--- src/rtl/sram_pkg.sv ---
// sram_pkg: map coordinate widths shared by the frame decoder and the VGA
// timing generator.
package sram_pkg;

    localparam int MAP_H_WIDTH = 10;
    localparam int MAP_V_WIDTH = 9;

endpackage

--- src/rtl/vga_pkg.sv ---
// vga_pkg: 640x480@60 timing constants, phase enums and the packed
// {hs, vs, de} control tuple carried down the output pipeline.
package vga_pkg;

    localparam int VGA_H_ACTIVE     = 640;
    localparam int VGA_H_FRONT      = 16;
    localparam int VGA_H_SYNC       = 96;
    localparam int VGA_H_BACK       = 48;
    localparam int VGA_H_TOTAL      = VGA_H_ACTIVE + VGA_H_FRONT + VGA_H_SYNC + VGA_H_BACK;

    localparam int VGA_V_ACTIVE     = 480;
    localparam int VGA_V_FRONT      = 10;
    localparam int VGA_V_SYNC       = 2;
    localparam int VGA_V_BACK       = 33;
    localparam int VGA_V_TOTAL      = VGA_V_ACTIVE + VGA_V_FRONT + VGA_V_SYNC + VGA_V_BACK;

    localparam int VGA_PIPE_LATENCY = 2;

    // Both raster counters are 10-bit unsigned.
    localparam int CNT_W = 10;
    typedef logic [CNT_W-1:0] cnt_t;

    typedef enum logic [1:0] {H_ACT, H_FP, H_SY, H_BP} HPhase;
    typedef enum logic [1:0] {V_ACT, V_FP, V_SY, V_BP} VPhase;

    // Syncs are active-low, so the idle tuple is hs = 1, vs = 1, de = 0.
    typedef struct packed {
        logic hs;
        logic vs;
        logic de;
    } ctrl_t;

    localparam ctrl_t CTRL_IDLE = '{hs: 1'b1, vs: 1'b1, de: 1'b0};

endpackage

--- src/rtl/vga_controller_delay_line.sv ---
// VgaDelayLine: N-stage shift register that clears every stage to RST_VAL on
// synchronous reset. Used to align raster-time signals with decoded colour.
module VgaDelayLine #(
    parameter int             W       = 1,
    parameter int             N       = 2,
    parameter logic [W-1:0]   RST_VAL = '0
) (
    input  logic         clk_i,
    input  logic         rst_i,
    input  logic [W-1:0] d_i,
    output logic [W-1:0] q_o
);

    logic [W-1:0] stage_q [N];

    // Shift one stage per clock; reset clears every stage, not just the head.
    always_ff @(posedge clk_i) begin
        if (rst_i) begin
            for (int i = 0; i < N; i++) begin
                stage_q[i] <= RST_VAL;
            end
        end else begin
            stage_q[0] <= d_i;
            for (int i = 1; i < N; i++) begin
                stage_q[i] <= stage_q[i-1];
            end
        end
    end

    assign q_o = stage_q[N-1];

endmodule

--- src/rtl/vga_controller.sv ---
// vga_controller: VGA raster timing, fetch coordinates for the frame decoder,
// and the aligned RGB/sync/blank output register.
// Optional feature macro: VGA_TEST_PATTERN_EN adds i_test_mode and an
// 8-bar colour test pattern selectable in place of the decoded colour.
module vga_controller
    import vga_pkg::*;
#(
    parameter int H_ACTIVE     = VGA_H_ACTIVE,
    parameter int H_FRONT      = VGA_H_FRONT,
    parameter int H_SYNC       = VGA_H_SYNC,
    parameter int H_BACK       = VGA_H_BACK,
    parameter int V_ACTIVE     = VGA_V_ACTIVE,
    parameter int V_FRONT      = VGA_V_FRONT,
    parameter int V_SYNC       = VGA_V_SYNC,
    parameter int V_BACK       = VGA_V_BACK,
    parameter int PIPE_LATENCY = VGA_PIPE_LATENCY
) (
    input  logic                             i_clk,
    input  logic                             i_rst,
`ifdef VGA_TEST_PATTERN_EN
    input  logic                             i_test_mode,
`endif
    output logic [sram_pkg::MAP_H_WIDTH-1:0] o_VGA_H,
    output logic [sram_pkg::MAP_V_WIDTH-1:0] o_VGA_V,
    input  logic [23:0]                      i_decoded_color,
    output logic [7:0]                       o_VGA_R,
    output logic [7:0]                       o_VGA_G,
    output logic [7:0]                       o_VGA_B,
    output logic                             o_VGA_HS,
    output logic                             o_VGA_VS,
    output logic                             o_VGA_BLANK_N,
    output logic                             o_VGA_SYNC_N,
    output logic                             o_vblank_start,
    output logic                             o_in_vblank
);

    localparam int FH_W    = sram_pkg::MAP_H_WIDTH;
    localparam int FV_W    = sram_pkg::MAP_V_WIDTH;
    localparam int H_TOTAL = H_ACTIVE + H_FRONT + H_SYNC + H_BACK;
    localparam int V_TOTAL = V_ACTIVE + V_FRONT + V_SYNC + V_BACK;

    localparam cnt_t H_FP_BEG = cnt_t'(H_ACTIVE);
    localparam cnt_t H_SY_BEG = cnt_t'(H_ACTIVE + H_FRONT);
    localparam cnt_t H_BP_BEG = cnt_t'(H_ACTIVE + H_FRONT + H_SYNC);
    localparam cnt_t H_LAST   = cnt_t'(H_TOTAL - 1);
    localparam cnt_t V_FP_BEG = cnt_t'(V_ACTIVE);
    localparam cnt_t V_SY_BEG = cnt_t'(V_ACTIVE + V_FRONT);
    localparam cnt_t V_BP_BEG = cnt_t'(V_ACTIVE + V_FRONT + V_SYNC);
    localparam cnt_t V_LAST   = cnt_t'(V_TOTAL - 1);

    function automatic HPhase h_phase_of(input cnt_t c);
        if (c < H_FP_BEG)      return H_ACT;
        else if (c < H_SY_BEG) return H_FP;
        else if (c < H_BP_BEG) return H_SY;
        else                   return H_BP;
    endfunction

    function automatic VPhase v_phase_of(input cnt_t c);
        if (c < V_FP_BEG)      return V_ACT;
        else if (c < V_SY_BEG) return V_FP;
        else if (c < V_BP_BEG) return V_SY;
        else                   return V_BP;
    endfunction

    cnt_t  h_cnt_q, h_cnt_d;
    cnt_t  v_cnt_q, v_cnt_d;
    HPhase h_ph_q;
    VPhase v_ph_q;

    // Next raster position: line wrap advances the row, frame wrap clears both.
    always_comb begin
        h_cnt_d = h_cnt_q + cnt_t'(1);
        v_cnt_d = v_cnt_q;
        if (h_cnt_q == H_LAST) begin
            h_cnt_d = '0;
            v_cnt_d = (v_cnt_q == V_LAST) ? cnt_t'(0) : v_cnt_q + cnt_t'(1);
        end
    end

    // Raster counters plus the phase FSMs; phases are registered from the
    // next count so they always describe the current counter value.
    always_ff @(posedge i_clk) begin
        if (i_rst) begin
            h_cnt_q <= '0;
            v_cnt_q <= '0;
            h_ph_q  <= H_ACT;
            v_ph_q  <= V_ACT;
        end else begin
            h_cnt_q <= h_cnt_d;
            v_cnt_q <= v_cnt_d;
            h_ph_q  <= h_phase_of(h_cnt_d);
            v_ph_q  <= v_phase_of(v_cnt_d);
        end
    end

    logic fetch_act;
    assign fetch_act = (h_ph_q == H_ACT) && (v_ph_q == V_ACT);

    // Outside the visible area the decoder is pointed at (0,0) so it never
    // addresses beyond the map.
    assign o_VGA_H = fetch_act ? FH_W'(h_cnt_q) : '0;
    assign o_VGA_V = fetch_act ? FV_W'(v_cnt_q) : '0;

    // Game-logic strobes live in counter time, ahead of the pixel pipeline.
    assign o_vblank_start = (h_cnt_q == '0) && (v_cnt_q == V_FP_BEG);
    assign o_in_vblank    = (v_cnt_q >= V_FP_BEG);

    ctrl_t ctrl_raw, ctrl_dly;
    assign ctrl_raw.hs = (h_ph_q != H_SY);
    assign ctrl_raw.vs = (v_ph_q != V_SY);
    assign ctrl_raw.de = fetch_act;

    VgaDelayLine #(
        .W       ($bits(ctrl_t)),
        .N       (PIPE_LATENCY),
        .RST_VAL (CTRL_IDLE)
    ) u_ctrl_dly (
        .clk_i (i_clk),
        .rst_i (i_rst),
        .d_i   (ctrl_raw),
        .q_o   (ctrl_dly)
    );

    logic [23:0] pix_src;

`ifdef VGA_TEST_PATTERN_EN
    localparam int BAR_W = H_ACTIVE / 8;

    function automatic logic [23:0] bar_color(input logic [FH_W-1:0] col);
        logic [2:0] idx;
        idx = 3'(int'(col) / BAR_W);
        case (idx)
            3'd0:    return 24'hFFFFFF;
            3'd1:    return 24'hFFFF00;
            3'd2:    return 24'h00FFFF;
            3'd3:    return 24'h00FF00;
            3'd4:    return 24'hFF00FF;
            3'd5:    return 24'hFF0000;
            3'd6:    return 24'h0000FF;
            default: return 24'h000000;
        endcase
    endfunction

    logic [FH_W-1:0] col_dly;

    // The column follows the same latency as the decoder so bars line up with
    // the delayed blanking.
    VgaDelayLine #(
        .W       (FH_W),
        .N       (PIPE_LATENCY),
        .RST_VAL ('0)
    ) u_col_dly (
        .clk_i (i_clk),
        .rst_i (i_rst),
        .d_i   (o_VGA_H),
        .q_o   (col_dly)
    );

    // Test pattern replaces decoder colour when selected.
    always_comb begin
        pix_src = i_decoded_color;
        if (i_test_mode) begin
            pix_src = bar_color(col_dly);
        end
    end
`else
    assign pix_src = i_decoded_color;
`endif

    logic [23:0] rgb_q;
    logic        hs_q, vs_q, blank_n_q;

    // Output register: colour and delayed controls leave together, with
    // blanking forcing black.
    always_ff @(posedge i_clk) begin
        if (i_rst) begin
            rgb_q     <= '0;
            hs_q      <= 1'b1;
            vs_q      <= 1'b1;
            blank_n_q <= 1'b0;
        end else begin
            rgb_q     <= ctrl_dly.de ? pix_src : 24'h0;
            hs_q      <= ctrl_dly.hs;
            vs_q      <= ctrl_dly.vs;
            blank_n_q <= ctrl_dly.de;
        end
    end

    assign o_VGA_R       = rgb_q[23:16];
    assign o_VGA_G       = rgb_q[15:8];
    assign o_VGA_B       = rgb_q[7:0];
    assign o_VGA_HS      = hs_q;
    assign o_VGA_VS      = vs_q;
    assign o_VGA_BLANK_N = blank_n_q;
    assign o_VGA_SYNC_N  = 1'b0;

endmodule
--- config.mk ---
export PLATFORM = sky130hd
export DESIGN_NAME = vga_controller
export DESIGN_NICKNAME = d
export VERILOG_FILES = /design/src/rtl/sram_pkg.sv /design/src/rtl/vga_pkg.sv /design/src/rtl/vga_controller_delay_line.sv /design/src/rtl/vga_controller.sv
export SDC_FILE = /design/constraint.sdc
export NUM_CORES = 1
export LEC_CHECK = 0
export CORE_MARGIN = 10
export CORE_UTILIZATION = 43
export CTS_BUF_LIST = sky130_fd_sc_hd__clkbuf_8
export CTS_CLUSTER_DIAMETER = 100
export CTS_CLUSTER_SIZE = 40
export DETAILED_ROUTE_END_ITERATION = 8
export HOLD_SLACK_MARGIN = 0.06
export PLACE_DENSITY = 0.78
export SETUP_SLACK_MARGIN = 0.5
export SLEW_MARGIN = 0
export SYNTH_ARGS = -nofsm -noshare
export SYNTH_HDL_FRONTEND = slang
export SYNTH_SLANG_ARGS = --single-unit
--- constraint.sdc ---
create_clock -name i_clk -period 2.35 [get_ports i_clk]
set_input_delay 0.47 -clock i_clk [delete_from_list [all_inputs] [get_ports i_clk]]
set_output_delay 0.47 -clock i_clk [all_outputs]
set_load 0.01 [all_outputs]
==> results of run 1 <==
==> registers in the layout, summed over array words and instances, names as in the netlist <==
name                count
h_cnt_q                10
h_ph_q                  2
o_VGA_BLANK_N           1
o_VGA_HS                1
o_VGA_VS                1
rgb_q                  24
u_ctrl_dly.stage_q      6
v_cnt_q                10
v_ph_q                  2
==> cell usage in the layout (no fill, tap or decap), types with 2 or more instances in the layout <==
cell / synthesis / final
ha_1: 4 / 3
clkbuf_8: 0 / 11
or3_4: 2 / 3
or3b_2: 2 / 2
xor2_1: 3 / 3
inv_1: 9 / 10
xnor2_1: 9 / 8
or2_2: 4 / 4
nand2_1: 6 / 5
nand3b_1: 3 / 3
o21ai_1: 4 / 4
a21oi_1: 7 / 5
buf_6: 3 / 32
clkdlybuf4s50_1: 0 / 52
clkinv_2: 0 / 2
o21ai_0: 3 / 2
nor3_1: 9 / 6
nor2_1: 19 / 19
nand2b_1: 4 / 3
buf_4: 2 / 18
nand4_1: 7 / 7
nor3_2: 0 / 2
and2_4: 0 / 16
dfxtp_1: 57 / 43
dfxtp_2: 0 / 12
dfxtp_4: 0 / 2
nor4_4: 0 / 3
buf_2: 2 / 4
nand3_2: 0 / 2
nand3_1: 6 / 4
and2_1: 45 / 29
nor2b_1: 4 / 3
a21oi_2: 1 / 3
==> final timing paths <==
check / endpoint / cells past startpoint / start / slack [ns]
worst min-delay path: o_VGA_HS$_SDFF_PP1_ / 1 / u_ctrl_dly.stage_q[0][5]$_SDFF_PP1_ / 0.40
worst max register to register: v_ph_q[1]$_SDFF_PP0_ / 7 / h_cnt_q[6]$_SDFF_PP0_ / 0.24
worst min register to register: o_VGA_HS$_SDFF_PP1_ / 1 / u_ctrl_dly.stage_q[0][5]$_SDFF_PP1_ / 0.40
worst max-delay path: o_vblank_start / 4 / h_cnt_q[6]$_SDFF_PP0_ / 0.13
==> routing by layer <==
| metal | vias up | GRT usage | routed length [um] |
|---|---|---|---|
| met1 | 1016 | 0.1812 | 3071 |
| met3 | 28 | 0.05630 | 802 |
| met2 | 137 | 0.2437 | 3415 |
| met5 | - | 0 | 0 |
| met4 | 0 | 0.08728 | 267 |
| li1 | 1053 | - | - |
==> worst max-delay path: stages (launching register included) <==
cell	delay [ns]
dfxtp_1	0.31
or3_4	0.39
or4_4	0.44
nor3_2	0.13
buf_2	0.15
==> stage by stage <==
stage	worst slack (ns)	hold slack [ns]
3_3_place_gp	0.1193	0.3944
4_1_cts	0.1333	0.4090
6_report	0.1268	0.4033
2_1_floorplan	0.2314	0.3895
3_5_place_dp	0.08475	0.3969
5_1_grt	0.08156	0.4230
==> cell type report <==
class | instances | area, sq um | share of cell area
flip-flops and latches | 57 | 1164 | 0.3016
clock buffers | 11 | 151.4 | 0.03923
inverters | 9 | 33.78 | 0.008755
repair buffers | 107 | 1045 | 0.2708
well taps | 72 | 90.09 | 0.02335
clock inverters | 4 | 43.79 | 0.01135
multi-input cells | 173 | 1331 | 0.3450
==> cells by family (layout without fill, tap and decap cells) <==
group / count (synthesis) / in the layout
buf+inv: 26 / 131
mux: 2 / 2
flops: 57 / 57
xor+xnor: 12 / 12
compound gates: 29 / 29
other cells: 1 / 1
simple gates: 125 / 125
fa+ha+maj: 4 / 4
==> power by group through the flow <==
stage	Clock, mW	Combinational (mW)	Sequential [mW]
final	0.921	0.131	0.994
after detailed placement	0	0.121	1.02
after floorplan	0	0.0377	1.02
after global placement	0	0.120	1.02
after global routing	0.968	0.142	0.995
after CTS	0.922	0.122	0.995
==> what timing repair did <==
action / CTS / global route
setup endpoints to repair: 34 / 57
setup buffers: 16 / 6
gates resized for setup: 132 / 45
cloned: 3 / 0
pin swaps: 12 / 9
hold buffers: 0 / 0
==> impl_metrics.yaml, run 1 <==
run_status:
  status: "finished clean"
clock_network:
  numCtsBuffers: 9
  worstSkewPairLatency_ns: 0.34
  cts_buffer_depth: 2
  clk_pin_slew_worst_paths_ns: 0.07
  cts_root_buf: "clkbuf_8"
  cts_tree: "yes"
  clock-sinks: 57
  cts-htree-levels: 3
die:
  rows: 27
  pin_count: 75
  core-area_sq_um: 5473
  die_h_um: 94.88
  dieArea_sq_um: 9002
  start_util: 0.4406
  die_w_um: 94.88
synth:
  avgSynthCellArea_sq_um: 9.418
  yosys-top-cells-area: "dfxtp_1 47%, and2_1 12%, xnor2_1 3.3%, nor2_1 3.0%, ha_1 2.1%"
  synth_cell_types: 52
  synth_compound_area_frac: 0.07940
  synth-simple-area-share: 0.3186
  ys_seq_area_frac: 0.4733
  synth_warnings: 0
  synth.most_common_cell: "dfxtp_1"
  synthCells: 256
  synthMuxAreaShare: 0.008822
  yosysTopAreaCellShare: 0.4733
  async_flop_share: 0
  synth_edf_count: 0
  synthFlopType: "dfxtp_1"
  synth-xor-area-share: 0.04359
  synth_top_family_by_area: "simple AND/OR/NAND/NOR gates"
  synthAdderAreaFrac: 0.02076
  syn_nets: 286
  synth-seq-cells: 57
  netlist.top_cell.by_area: "dfxtp_1"
  netlist_area_sq_um: 2411
  synth_commonest_cells: "57 x dfxtp_1, 45 x and2_1, 19 x nor2_1"
power_and_ir_drop:
  pwr_density_cell_nw_per_um2: 530.4
  peakVddDrop_v: 0.0003096
  switchingPower_mw: 0.4436
  seq_power_share: 0.486
  p_clk_frac: 0.450
  comb_power_share: 0.064
  intPower_mw: 1.603
  p_leak_nw: 1.555
  total_power_mw: 2.047
  p_sw_frac: 0.2167
sta:
  post-route-period-util: 0.9461
  min_period_ns: 2.223
  worst_pin_slew_ns: 0.6663
  finalHoldViolations: 0
  tns_ns: 0
  maxSlewHeadroom: 0.5538
  skew_ns: 0.01092
  slew_violations: 0
  finalSetupViolCount: 0
  rsz0062_at_grt: "true"
  fmax_ghz: 0.4498
routing:
  drc: 0
  drtPass1Iterations: 5
  vias: 2234
  routed_wl_mm: 7.556
  wl_per_cell_um: 17.45
  drtIter0Drc: 104
  viasPerCell: 5.159
  detail-route-antenna-nets: 0
global_route:
  grt_pass1_wl_mm: 10.87
  grt_usage: 0.1558
  antenna_found_initial: 0
  grt_max_degree: 26
  grt_overflow: 0
  grt_pass1_vias: 2132
final_layout:
  final_cells: 433
  nNetsFinal: 387
  fin_area_sq_um: 3859
  num-fill-cells: 408
  final_layout_size_suffix_gt1_frac: 0.3740
  antennaDiodeCount: 0
  utilization: 0.7051
  syn2layout_area_growth_pct: 60.04
place:
  finalWeightedCongestion: 0.8383
  postPlaceCellArea_sq_um: 3214
  port_buffers: 73
  place_inst: 393
  hpwl_mm: 4.647
worst_setup_path:
  critPathLaunchType: "register"
  worstPathRequired_ns: 1.88
  crit_type: "register to primary output"
  critPathMaxFanout: 2
  worst-endpoint-arrival_ns: 1.75
  worst_setup_path_end_kind: "primary output"
run:
  drv_cap: 0
min_path:
  worstHoldPathType: "register to register"
Power figures use the tool's default switching activity.
==> run 2: changes to the inputs <==
Settings changed: ABC_CLOCK_PERIOD_IN_PS set to 2350.
==> results of run 2 <==
No change in the layout: final DEF, timing and power equal those of run 1.
